[src/rtl/des_input_loader.sv]
// -----------------------------------------------------------------------------
// des_input_loader
//
// Avalon-MM bus master that loads plaintext into the 3DES accelerator's
// input SRAM through its CSR window. One start pulse produces, in order:
//   - a write of the word count to the file-size register (reg 41)
//   - for every 64-bit word in memory:
//       read the low half and the high half,
//       write them to the data registers (reg 36 = lo, reg 37 = hi),
//       write the go bit (reg 35 = 1),
//       poll reg 35 until its bit 31 (acknowledge) reads back as 1,
//       clear reg 35 (write 0)
//   - a one-cycle done pulse
// If the acknowledge stays low for POLL_LIMIT polls on one word, the block
// clears reg 35, pulses error and returns to idle without asserting done.
//
// Ports
//   clk, reset_n            clock, asynchronous active-low reset
//   start                   one-cycle command pulse, only looked at in idle
//   src_address             byte address of word 0 (8-byte aligned)
//   word_count              number of 64-bit words to load
//   busy / done / error     status; done and error are one-cycle pulses
//   master_*                Avalon-MM master port
//   dbg_state               current FSM state, for observation only
//
// Avalon handshake: a command (read or write, never both) is presented with
// its address/data and held unchanged while master_waitrequest is high. It
// is accepted on the rising edge where master_waitrequest is low, and the
// FSM moves on so the request drops in the following cycle. A read completes
// on the first master_readdatavalid seen while waiting for that read; valid
// strobes at any other time are ignored. Only one command is ever in flight.
// -----------------------------------------------------------------------------
module des_input_loader #(
  parameter int                        ADDRESSWIDTH = 26,
  parameter int                        DATAWIDTH    = 32,
  parameter logic [ADDRESSWIDTH-1:0]   CSR_BASE     = '0,
  parameter int                        COUNTWIDTH   = 16,
  parameter int                        POLL_LIMIT   = 1024
) (
  input  logic                    clk,
  input  logic                    reset_n,
  input  logic                    start,
  input  logic [ADDRESSWIDTH-1:0] src_address,
  input  logic [COUNTWIDTH-1:0]   word_count,
  output logic                    busy,
  output logic                    done,
  output logic                    error,
  output logic [ADDRESSWIDTH-1:0] master_address,
  output logic [DATAWIDTH-1:0]    master_writedata,
  output logic                    master_write,
  output logic                    master_read,
  input  logic [DATAWIDTH-1:0]    master_readdata,
  input  logic                    master_readdatavalid,
  input  logic                    master_waitrequest,
  output logic [3:0]              dbg_state
);

  // Poll counter must be able to hold POLL_LIMIT itself.
  localparam int PCW = $clog2(POLL_LIMIT + 1);

  // CSR register addresses inside the accelerator window.
  localparam logic [ADDRESSWIDTH-1:0] A_CTRL = CSR_BASE + ADDRESSWIDTH'(35 * 4);
  localparam logic [ADDRESSWIDTH-1:0] A_D0   = CSR_BASE + ADDRESSWIDTH'(36 * 4);
  localparam logic [ADDRESSWIDTH-1:0] A_D1   = CSR_BASE + ADDRESSWIDTH'(37 * 4);
  localparam logic [ADDRESSWIDTH-1:0] A_SIZE = CSR_BASE + ADDRESSWIDTH'(41 * 4);

  typedef enum logic [3:0] {
    S_IDLE      = 4'd0,
    S_WR_SIZE   = 4'd1,
    S_RD_LO     = 4'd2,
    S_WT_LO     = 4'd3,
    S_RD_HI     = 4'd4,
    S_WT_HI     = 4'd5,
    S_WR_D0     = 4'd6,
    S_WR_D1     = 4'd7,
    S_WR_GO     = 4'd8,
    S_POLL_RD   = 4'd9,
    S_POLL_WT   = 4'd10,
    S_WR_CLR    = 4'd11,
    S_NEXT      = 4'd12,
    S_FINISH    = 4'd13,
    S_ABORT_CLR = 4'd14,
    S_ERR       = 4'd15
  } state_t;

  state_t                  state_q, state_d;
  logic [ADDRESSWIDTH-1:0] addr_q, addr_d;
  logic [COUNTWIDTH-1:0]   remaining_q, remaining_d;
  logic [COUNTWIDTH-1:0]   index_q, index_d;
  logic [DATAWIDTH-1:0]    lo_q, lo_d;
  logic [DATAWIDTH-1:0]    hi_q, hi_d;
  logic [PCW-1:0]          poll_q, poll_d;

  // Byte address of the current word's low half; wraps modulo 2^ADDRESSWIDTH.
  logic [ADDRESSWIDTH-1:0] word_addr;
  assign word_addr = addr_q + ADDRESSWIDTH'({index_q, 3'b000});

  logic accepted;
  assign accepted = !master_waitrequest;

  logic ack_bit;
  assign ack_bit = master_readdata[31];

  // ---------------------------------------------------------------------------
  // State and datapath registers
  // ---------------------------------------------------------------------------
  always_ff @(posedge clk or negedge reset_n) begin
    if (!reset_n) begin
      state_q     <= S_IDLE;
      addr_q      <= '0;
      remaining_q <= '0;
      index_q     <= '0;
      lo_q        <= '0;
      hi_q        <= '0;
      poll_q      <= '0;
    end else begin
      state_q     <= state_d;
      addr_q      <= addr_d;
      remaining_q <= remaining_d;
      index_q     <= index_d;
      lo_q        <= lo_d;
      hi_q        <= hi_d;
      poll_q      <= poll_d;
    end
  end

  // ---------------------------------------------------------------------------
  // Next-state logic
  // ---------------------------------------------------------------------------
  always_comb begin
    state_d     = state_q;
    addr_d      = addr_q;
    remaining_d = remaining_q;
    index_d     = index_q;
    lo_d        = lo_q;
    hi_d        = hi_q;
    poll_d      = poll_q;

    case (state_q)
      S_IDLE: begin
        if (start) begin
          addr_d      = src_address;
          remaining_d = word_count;
          index_d     = '0;
          state_d     = S_WR_SIZE;
        end
      end

      S_WR_SIZE: begin
        if (accepted) begin
          state_d = (remaining_q == '0) ? S_FINISH : S_RD_LO;
        end
      end

      S_RD_LO: if (accepted) state_d = S_WT_LO;

      S_WT_LO: begin
        if (master_readdatavalid) begin
          lo_d    = master_readdata;
          state_d = S_RD_HI;
        end
      end

      S_RD_HI: if (accepted) state_d = S_WT_HI;

      S_WT_HI: begin
        if (master_readdatavalid) begin
          hi_d    = master_readdata;
          state_d = S_WR_D0;
        end
      end

      S_WR_D0: if (accepted) state_d = S_WR_D1;

      S_WR_D1: if (accepted) state_d = S_WR_GO;

      S_WR_GO: begin
        if (accepted) begin
          // Every word gets a fresh poll budget.
          poll_d  = '0;
          state_d = S_POLL_RD;
        end
      end

      S_POLL_RD: if (accepted) state_d = S_POLL_WT;

      S_POLL_WT: begin
        if (master_readdatavalid) begin
          if (ack_bit) begin
            state_d = S_WR_CLR;
          end else begin
            poll_d  = poll_q + PCW'(1);
            state_d = (poll_d == PCW'(POLL_LIMIT)) ? S_ABORT_CLR : S_POLL_RD;
          end
        end
      end

      S_WR_CLR: if (accepted) state_d = S_NEXT;

      S_NEXT: begin
        remaining_d = remaining_q - COUNTWIDTH'(1);
        index_d     = index_q + COUNTWIDTH'(1);
        state_d     = (remaining_d != '0) ? S_RD_LO : S_FINISH;
      end

      S_FINISH: state_d = S_IDLE;

      S_ABORT_CLR: if (accepted) state_d = S_ERR;

      S_ERR: state_d = S_IDLE;

      default: state_d = S_IDLE;
    endcase
  end

  // ---------------------------------------------------------------------------
  // Bus command decode. Outputs depend on registered state only, so an
  // asynchronous reset drops any pending request at once.
  // ---------------------------------------------------------------------------
  always_comb begin
    master_read      = 1'b0;
    master_write     = 1'b0;
    master_address   = '0;
    master_writedata = '0;

    case (state_q)
      S_WR_SIZE: begin
        master_write     = 1'b1;
        master_address   = A_SIZE;
        master_writedata = DATAWIDTH'(remaining_q);
      end
      S_RD_LO: begin
        master_read    = 1'b1;
        master_address = word_addr;
      end
      S_RD_HI: begin
        master_read    = 1'b1;
        master_address = word_addr + ADDRESSWIDTH'(4);
      end
      S_WR_D0: begin
        master_write     = 1'b1;
        master_address   = A_D0;
        master_writedata = lo_q;
      end
      S_WR_D1: begin
        master_write     = 1'b1;
        master_address   = A_D1;
        master_writedata = hi_q;
      end
      S_WR_GO: begin
        master_write     = 1'b1;
        master_address   = A_CTRL;
        master_writedata = DATAWIDTH'(1);
      end
      S_POLL_RD: begin
        master_read    = 1'b1;
        master_address = A_CTRL;
      end
      S_WR_CLR, S_ABORT_CLR: begin
        master_write     = 1'b1;
        master_address   = A_CTRL;
        master_writedata = '0;
      end
      default: ;
    endcase
  end

  // busy falls in the same cycle that done or error pulses.
  assign busy      = (state_q != S_IDLE) && (state_q != S_FINISH) && (state_q != S_ERR);
  assign done      = (state_q == S_FINISH);
  assign error     = (state_q == S_ERR);
  assign dbg_state = state_q;

endmodule
[config.mk]
export PLATFORM = sky130hd
export DESIGN_NAME = des_input_loader
export DESIGN_NICKNAME = d
export VERILOG_FILES = /design/src/rtl/des_input_loader.sv
export SDC_FILE = /design/constraint.sdc
export NUM_CORES = 1
export LEC_CHECK = 0
export BUFFER_PORTS_ARGS = -buffer_cell sky130_fd_sc_hd__clkbuf_2
export CAP_MARGIN = 20
export CORE_UTILIZATION = 49
export CTS_CLUSTER_DIAMETER = 200
export DETAILED_ROUTE_END_ITERATION = 7
export GPL_TIMING_DRIVEN = 0
export PLACE_DENSITY = 0.71
export SYNTH_ARGS = -nofsm -noshare
export SYNTH_HDL_FRONTEND = slang
export SYNTH_SLANG_ARGS = --single-unit
[constraint.sdc]
create_clock -name clk -period 5.86 [get_ports clk]
set_input_delay 0.586 -clock clk [delete_from_list [all_inputs] [get_ports clk]]
set_output_delay 0.586 -clock clk [all_outputs]
set_load 0.05 [all_outputs]
==> results of run 1 <==
area by class of cell:
cell class | instances | area (um2)
Multi-Input combinational cell | 747 | 4910
Timing Repair Buffer | 147 | 769
Tap cell | 225 | 282
Buffer | 61 | 272
Clock inverter | 15 | 189
Inverter | 34 | 128
Clock buffer | 17 | 425
Sequential cell | 137 | 3430
Fill cell | 1586 | 6950
cells in the final DEF, fill, tap and decap left out, types with 11 or more instances in the layout:
cell | Yosys | final
xor2_1 | 17 | 17
nand4_1 | 13 | 13
ha_1 | 22 | 22
and3_1 | 11 | 11
dfrtp_1 | 137 | 137
a222oi_1 | 16 | 16
a22o_1 | 17 | 17
clkbuf_1 | 46 | 46
nor3_1 | 18 | 18
clkbuf_16 | 0 | 17
a21oi_1 | 33 | 33
a31oi_1 | 17 | 17
mux2_2 | 64 | 64
nand2_1 | 152 | 152
nor2_1 | 64 | 64
xnor2_1 | 19 | 19
inv_1 | 34 | 34
clkbuf_2 | 1 | 145
o21ai_0 | 80 | 80
o22ai_1 | 15 | 15
nand3_1 | 34 | 34
metrics by stage:
stage          setup slack (ns)  cell area [um2]
3_5_place_dp               1.66             9780
2_1_floorplan              1.56             8740
4_1_cts                    1.19            10400
3_3_place_gp               1.65             9740
6_report                   1.18            10400
5_1_grt                   0.818            10400
flip-flops by register name, summed over array words and instances (netlist names):
name / cells
lo_q: 32
addr_q: 26
index_q: 16
hi_q: 32
poll_q: 11
remaining_q: 16
dbg_state: 4
cells by family (layout without fill, tap and decap cells):
family | Yosys count | after routing | synth area share
adders and majority gates | 23 | 23 | 0.0338
muxes | 67 | 67 | 0.0859
xor gates and xnor gates | 36 | 36 | 0.0361
DFF | 137 | 137 | 0.392
AOI/OAI and AO/OA | 264 | 264 | 0.207
buffers and inverters | 95 | 274 | 0.0457
and+or+nand+nor | 357 | 357 | 0.199
worst max path at each step:
stage               slack [ns]       start  cells after the start                 end
floorplan                 1.56  index_q[0]                     11  master_address[20]
global placement          1.65  index_q[0]                     12  master_address[21]
detailed placement        1.66  index_q[0]                     12  master_address[21]
CTS                       1.19  index_q[0]                     12  master_address[21]
global route              0.82  index_q[0]                     12  master_address[21]
finish                    1.18  index_q[0]                     12  master_address[21]
critical path, delay by kind of cell, from the launching register on:
family,cells,cell delay [ns]
AO/OA/AOI/OAI,2,0.29
AND/OR/NAND/NOR,6,1.83
flip-flops,1,0.44
adder cells (fa/ha/maj),2,0.68
buffers and inverters,1,0.30
XOR/XNOR,1,0.11
routing by layer:
layer	vias up	routed length, um	GRT usage	share of wire
met3	33	1560	0.0426	0.066
li1	3902	-	-	-
met4	0	340	0.0737	0.014
met1	3875	11100	0.384	0.46
met5	-	0	0	0
met2	291	10900	0.410	0.46
report_power, final:
part / internal, mW / total, mW / switching, mW
Sequential: 1.36 / 1.71 / 0.349
Combinational: 1.21 / 3.55 / 2.34
Clock: 0.581 / 1.10 / 0.521
Total: 3.16 / 6.37 / 3.21
==> impl_results.md, run 1 <==
- Status: completed
- Area growth syn-to-layout: 19.1%
- Crit Path Max Fanout: 6
- Slew @ Worst Pin: 0.902 ns
- R2R Path End: dbg_state[2]
- Final Max Slew Viols: 0
- Number of inserted diodes: 0
- Final hold violation count: 0
- Fmax: 0.214 GHz
- Port buffer count: 145
- Power per cell area: 612 mW/mm2
- Post-CTS setup buffer count: 0
- Maximum resistive drop on vdd: 0.583 mV
- CTS Sinks: 137
- MaxCap Viol Count: 0
- Worst Skew: 0.00911 ns
- Worst Hold Class: input pin to asynchronous set/reset pin
- Post-route DRC: 0
- Crit. End Element: output pin
- Top_reg_cell synth: dfrtp_1
- DR vias: 8101
- Synth warn: 0
- Core Area: 0.0174 mm2
- RSZ-0062 raised after global routing: no
- Slowest CP cell: nor4_1
- Most common cell in the synthesized netlist: nand2_1
- Synth top area cells: dfrtp_1 39%, mux2_2 8.2%, nand2_1 6.5%
- Post-synthesis sequential area ratio: 0.392
- # H-tree levels: 4
- Reg clk slew, reported paths: 0.07 ns
- R2R Setup Slk: 2.44 ns
- DR iter-0 viols: 763
- Syn Inst Count: 979
- Final non-filler cell total: 1383
- Gpl congestion: 0.924
- Seq cells post-synth: 137
- WL final: 23900 um
- Starting density of the core: 0.503
- Post-route setup TNS: 0 ns
- Leak: 4.81 nW
- Clock tree from TritonCTS: yes
- Post-CTS sizing: 0
- Die Width: 136 um
- Power Total: 6.37 mW
- Synthesized area per cell: 8.92 um2
- Row count: 48
- 1st-pass router iterations: 6
- Placed insts: 1350
- Min cycle time layout: 4.68 ns
- Slew HR: 0.394
- Largest area contributor in the netlist: dfrtp_1
- Total CTS buffers: 17
- Cts hold-fix bufs: 0
- Commonest cells post-synth: 152 x nand2_1, 137 x dfrtp_1, 80 x o21ai_0
- CP Data Required Time: 5.27 ns
- Largest net degree at the start of global routing: 96
- ANT nets after route: 0
- Final net count: 1247
- Worst-Skew Late Latency: 0.44 ns
- Root Buffer: clkbuf_16
- Post-Syn Nets: 1081
- Number of enable flip-flop cells after synthesis: 0
- Final core utilization: 0.599
- Share of the synthesized area in the top cell type: 0.392
- Bufs on Longest Clock Path: 2
- Die footprint: 0.0184 mm2
- R2R depth: 10
- Routed len/inst: 17.3 um
- Global-route wire length before repair: 38100 um
- Critical R2R Launch: remaining_q[0]
- Overflow after GRT: 0
- Die Span Y: 136 um
- Post-DP HPWL: 17500 um
- Worst path cell trace: ha_1, fa_1, nand3_1, a21oi_1, nor4b_4, nand3_2, nor4_1, nand4_1, nor4_1, xor2_1, o22ai_1, clkbuf_2
- Vias per cell: 5.86
- Num ports: 146
- Tcrit/Tclk final: 0.799
- Crit Path Category: flop to output pin
- Number of global-route vias before repair: 7483
- GRT Total Usage: 0.266
- CP Data Arrival Time: 4.10 ns
- Layout cells sized above 1: 0.244
- Post-synth ARST share: 1.00
- Distinct cell type count after synthesis: 77
- Worst path max stage delay: 0.46 ns
- WHS: 0.0623 ns
- Initial antenna violation count: 0
- Synthesized area: 0.00874 mm2
- Critical Path Source Type: flop
- # setup viols final: 0
- CP most frequent cell: nor4_1
Note: power is estimated with default switching activity, not from simulation.
==> inputs of run 2 (changes only) <==
- ABC_AREA: unset -> 1
- clock period: 5.86 -> 4.4 ns (I/O delays scaled with it)
==> run 2 against run 1 <==
Net effect: register-to-register slack got worse by 0.54 ns; non-clock buffer count decreased by 25; synthesized cell count increased by 32%; sequential share of layout area decreased by 0.29 points; critical path depth increased by 1; die area increased by 1.7%; critical path type unchanged; critical endpoint is now master_address[19]; largest power group unchanged; highest routed layer unchanged.
==> impl_results.md, run 2 <==
- Status: completed
- Starting density of the core: 0.508 (+0.00499)
- Switching Share: 0.515 (+0.0104)
- MaxCap Viol Count: 0 (unchanged)
- Post-CTS sizing: 0 (unchanged)
- Syn Inst Count: 1292 (+32%)
- Critical Path Stages: 13 (+1)
- Critical Path Source Type: flop
- Row count: 48 (unchanged)
- Reg clk slew, reported paths: 0.07 ns (about the same)
- RSZ-0062 raised after global routing: no
- Leak: 5.44 nW (+13%)
- 1st-pass router iterations: 5 (-1)
- Clock tree from TritonCTS: yes
- CP Data Arrival Time: 3.50 ns (-0.60 ns)
- Synth warn: 0 (unchanged)
- Bufs on Longest Clock Path: 2 (unchanged)
- Number of global-route vias before repair: 8493 (+13%)
- Commonest non-fill, non-tap cell in the layout: nand2_1
- DR vias: 9010 (+11%)
- Worst Hold Class: input pin to flop
- R2R Setup Slk: 1.90 ns (-0.54 ns)
- Final Max Slew Viols: 0 (unchanged)
- CP Data Required Time: 3.96 ns (-1.31 ns)
- Initial antenna violation count: 0 (unchanged)
- Top_reg_cell synth: dfrtp_1
- Final core utilization: 0.601 (+0.00125)
- Slew @ Worst Pin: 0.738 ns (-0.165 ns)
- Port buffer count: 145 (unchanged)
- Cell-internal power: 3.55 mW (+13%)
- DR top layer: met4
- Crit Path Category: flop to output pin
- Share of the synthesized area in the top cell type: 0.386 (-0.00652)
- Fmax: 0.254 GHz
- Synthesized area per cell: 6.88 um2 (-23%)
- Total CTS buffers: 17 (unchanged)
- R2R depth: 9 (-1)
- Post-route DRC: 0 (unchanged)
- Number of inserted diodes: 0 (unchanged)
- # H-tree levels: 4 (unchanged)
- Post-CTS setup buffer count: 0 (unchanged)
- Worst path cell trace: ha_1, fa_1, xnor2_1, nor2_1, nand3_1, nor2_2, nand4_2, nor2_4, nand2_1, nand2_1, nand3_1, o21ai_0, clkbuf_2
- Logic pwr share: 0.520 (-0.038)
- Post-synthesis sequential area ratio: 0.386 (-0.00652)
- CTS Sinks: 137 (unchanged)
- Top delay family on crit path: simple AND/OR/NAND/NOR gates
- Vias per cell: 5.32 (-9.3%)
- Crit. End Element: output pin
- WL final: 25600 um (+7.1%)
- Largest net degree at the start of global routing: 114 (+19%)
- Die Span Y: 137 um (+0.83%)
- DR iter-0 viols: 589 (-23%)
- Routed len/inst: 15.1 um (-13%)
- Most common cell in the synthesized netlist: nand2_1
- Flop pwr share: 0.292 (+0.023)
- Seq cells post-synth: 137 (unchanged)
- Post-synth ARST share: 1.00 (unchanged)
- Gpl congestion: 0.944 (+2.2%)
- Overflow after GRT: 0 (unchanged)
- Number of enable flip-flop cells after synthesis: 0 (unchanged)
- # setup viols final: 0 (unchanged)
- Die Width: 137 um (+0.83%)
- CP bufs+invs: 1 (unchanged)
- Area growth syn-to-layout: 18.1%
- Slew HR: 0.506 (+0.113)
- Synth top area cells: dfrtp_1 39%, nand2_1 19%, inv_1 7.1%
- Crit Path Max Fanout: 7 (+1)
- Distinct cell type count after synthesis: 46 (-40%)
- Root Buffer: clkbuf_16
- Global-route wire length before repair: 41300 um (+8.4%)
- Final hold violation count: 0 (unchanged)
- Worst-Skew Late Latency: 0.44 ns (about the same)
- Worst Skew: 0.0135 ns (+0.00443 ns)
- Layout cells sized above 1: 0.144 (-0.101)
- Maximum resistive drop on vdd: 0.441 mV (-24%)
- Biggest regs: hi_q (32), lo_q (32), addr_q (26)
- Die footprint: 0.0187 mm2 (+1.7%)
- Clock network fraction of total power: 0.188 (+0.015)
- GRT Total Usage: 0.289 (+0.0231)
- Num ports: 146 (unchanged)
- Final net count: 1560 (+25%)
- Routed length on met2: 11800 um (+8.2%)
- Power per cell area: 698 mW/mm2 (+14%)
- Routed met3 length: 1610 um (+2.9%)
- WL met1: 11000 um (-0.77%)
- Post-DP HPWL: 19500 um (+11%)
- Commonest cells post-synth: 444 x nand2_1, 167 x inv_1, 137 x dfrtp_1
- Post-route setup TNS: 0 ns (unchanged)
- Worst path max stage delay: 0.48 ns (+0.02 ns)
- Core Area: 0.0175 mm2 (+0.69%)
- Min cycle time layout: 3.94 ns
- Slowest CP cell: fa_1
- ANT nets after route: 0 (unchanged)
- Tcrit/Tclk final: 0.895
- NetSw: 3.77 mW (+17%)
- Post-Syn Nets: 1394 (+29%)
- Cts hold-fix bufs: 1 (+1)
- Largest area contributor in the netlist: dfrtp_1
- Worst hold path depth: 3
- Commonest non-fill, non-tap cells in the layout: 444 x nand2_1, 167 x inv_1, 144 x clkbuf_2
- Synthesized area: 0.00888 mm2 (+1.7%)
run 2: changes by cell type after synthesis, moves of 16 or more:
cell | previous run | this run
nand3_1 | 34 | 71
a222oi_1 | 16 | 0
a31oi_1 | 17 | 1
mux2_2 | 64 | 0
nand2_1 | 152 | 444
inv_1 | 34 | 167
nor2_1 | 64 | 102
o21ai_0 | 80 | 109
run 2: cell families (layout without fill, tap and decap cells):
| kind of cell | count (synthesis) | in the layout | synth area share |
|---|---|---|---|
| compound gates | 210 | 210 | 0.141 |
| xor+xnor | 23 | 23 | 0.0244 |
| fa+ha+maj | 23 | 23 | 0.0332 |
| buf+inv | 209 | 387 | 0.0890 |
| flops | 137 | 137 | 0.386 |
| mux | 1 | 1 | 0.00113 |
| simple gates | 689 | 689 | 0.325 |
run 2: final timing paths:
kind / from / end
setup / recovery: index_q[0] / master_address[19]
hold / removal: src_address[6] / addr_q[6]
setup reg to reg: dbg_state[3] / index_q[5]
hold reg to reg: addr_q[5] / addr_q[5]
max in group asynchronous: reset_n / dbg_state[2]
min in group asynchronous: reset_n / poll_q[3]
run 2: power groups by stage:
stage	clock (mW)	combinational [mW]	sequential [mW]
6_report	1.38	3.81	2.14
5_1_grt	1.44	4.20	2.21
4_1_cts	1.39	3.81	2.14
3_5_place_dp	0	3.79	2.15
3_3_place_gp	0	3.74	2.14
2_1_floorplan	0	2.81	2.12
run 2: area by class of cell:
class,instances,area (um2)
clock inverters,14,133
inverters,173,649
plain buffers,36,141
clock buffers,17,425
flip-flops and latches,137,3430
multi-input cells,946,4670
repair buffers,147,772
fillers,1672,6980
well taps,225,282
run 2: per-layer routing:
layer,GRT usage,up-vias
met4,0.162,0
met1,0.360,4115
met2,0.470,304
li1,-,4527
met3,0.0548,64
met5,0,-
run 2: tightest hold or removal path, cell delays in order:
cell and delay, ns:
clkbuf_2 0.07, nand2_1 0.04, nand2_1 0.05
run 2: through the flow:
stage	hold slack (ns)	instances	total power, mW	worst slack (ns)	instance area (um2)
floorplan	0.144	1292	4.93	1.05	8880
global placement	0.462	1662	5.88	0.540	9890
detailed placement	0.337	1663	5.94	0.928	9930
CTS	0.197	1695	7.34	0.465	10500
global route	0.211	1695	7.86	0.245	10500
finish	0.203	1695	7.32	0.462	10500
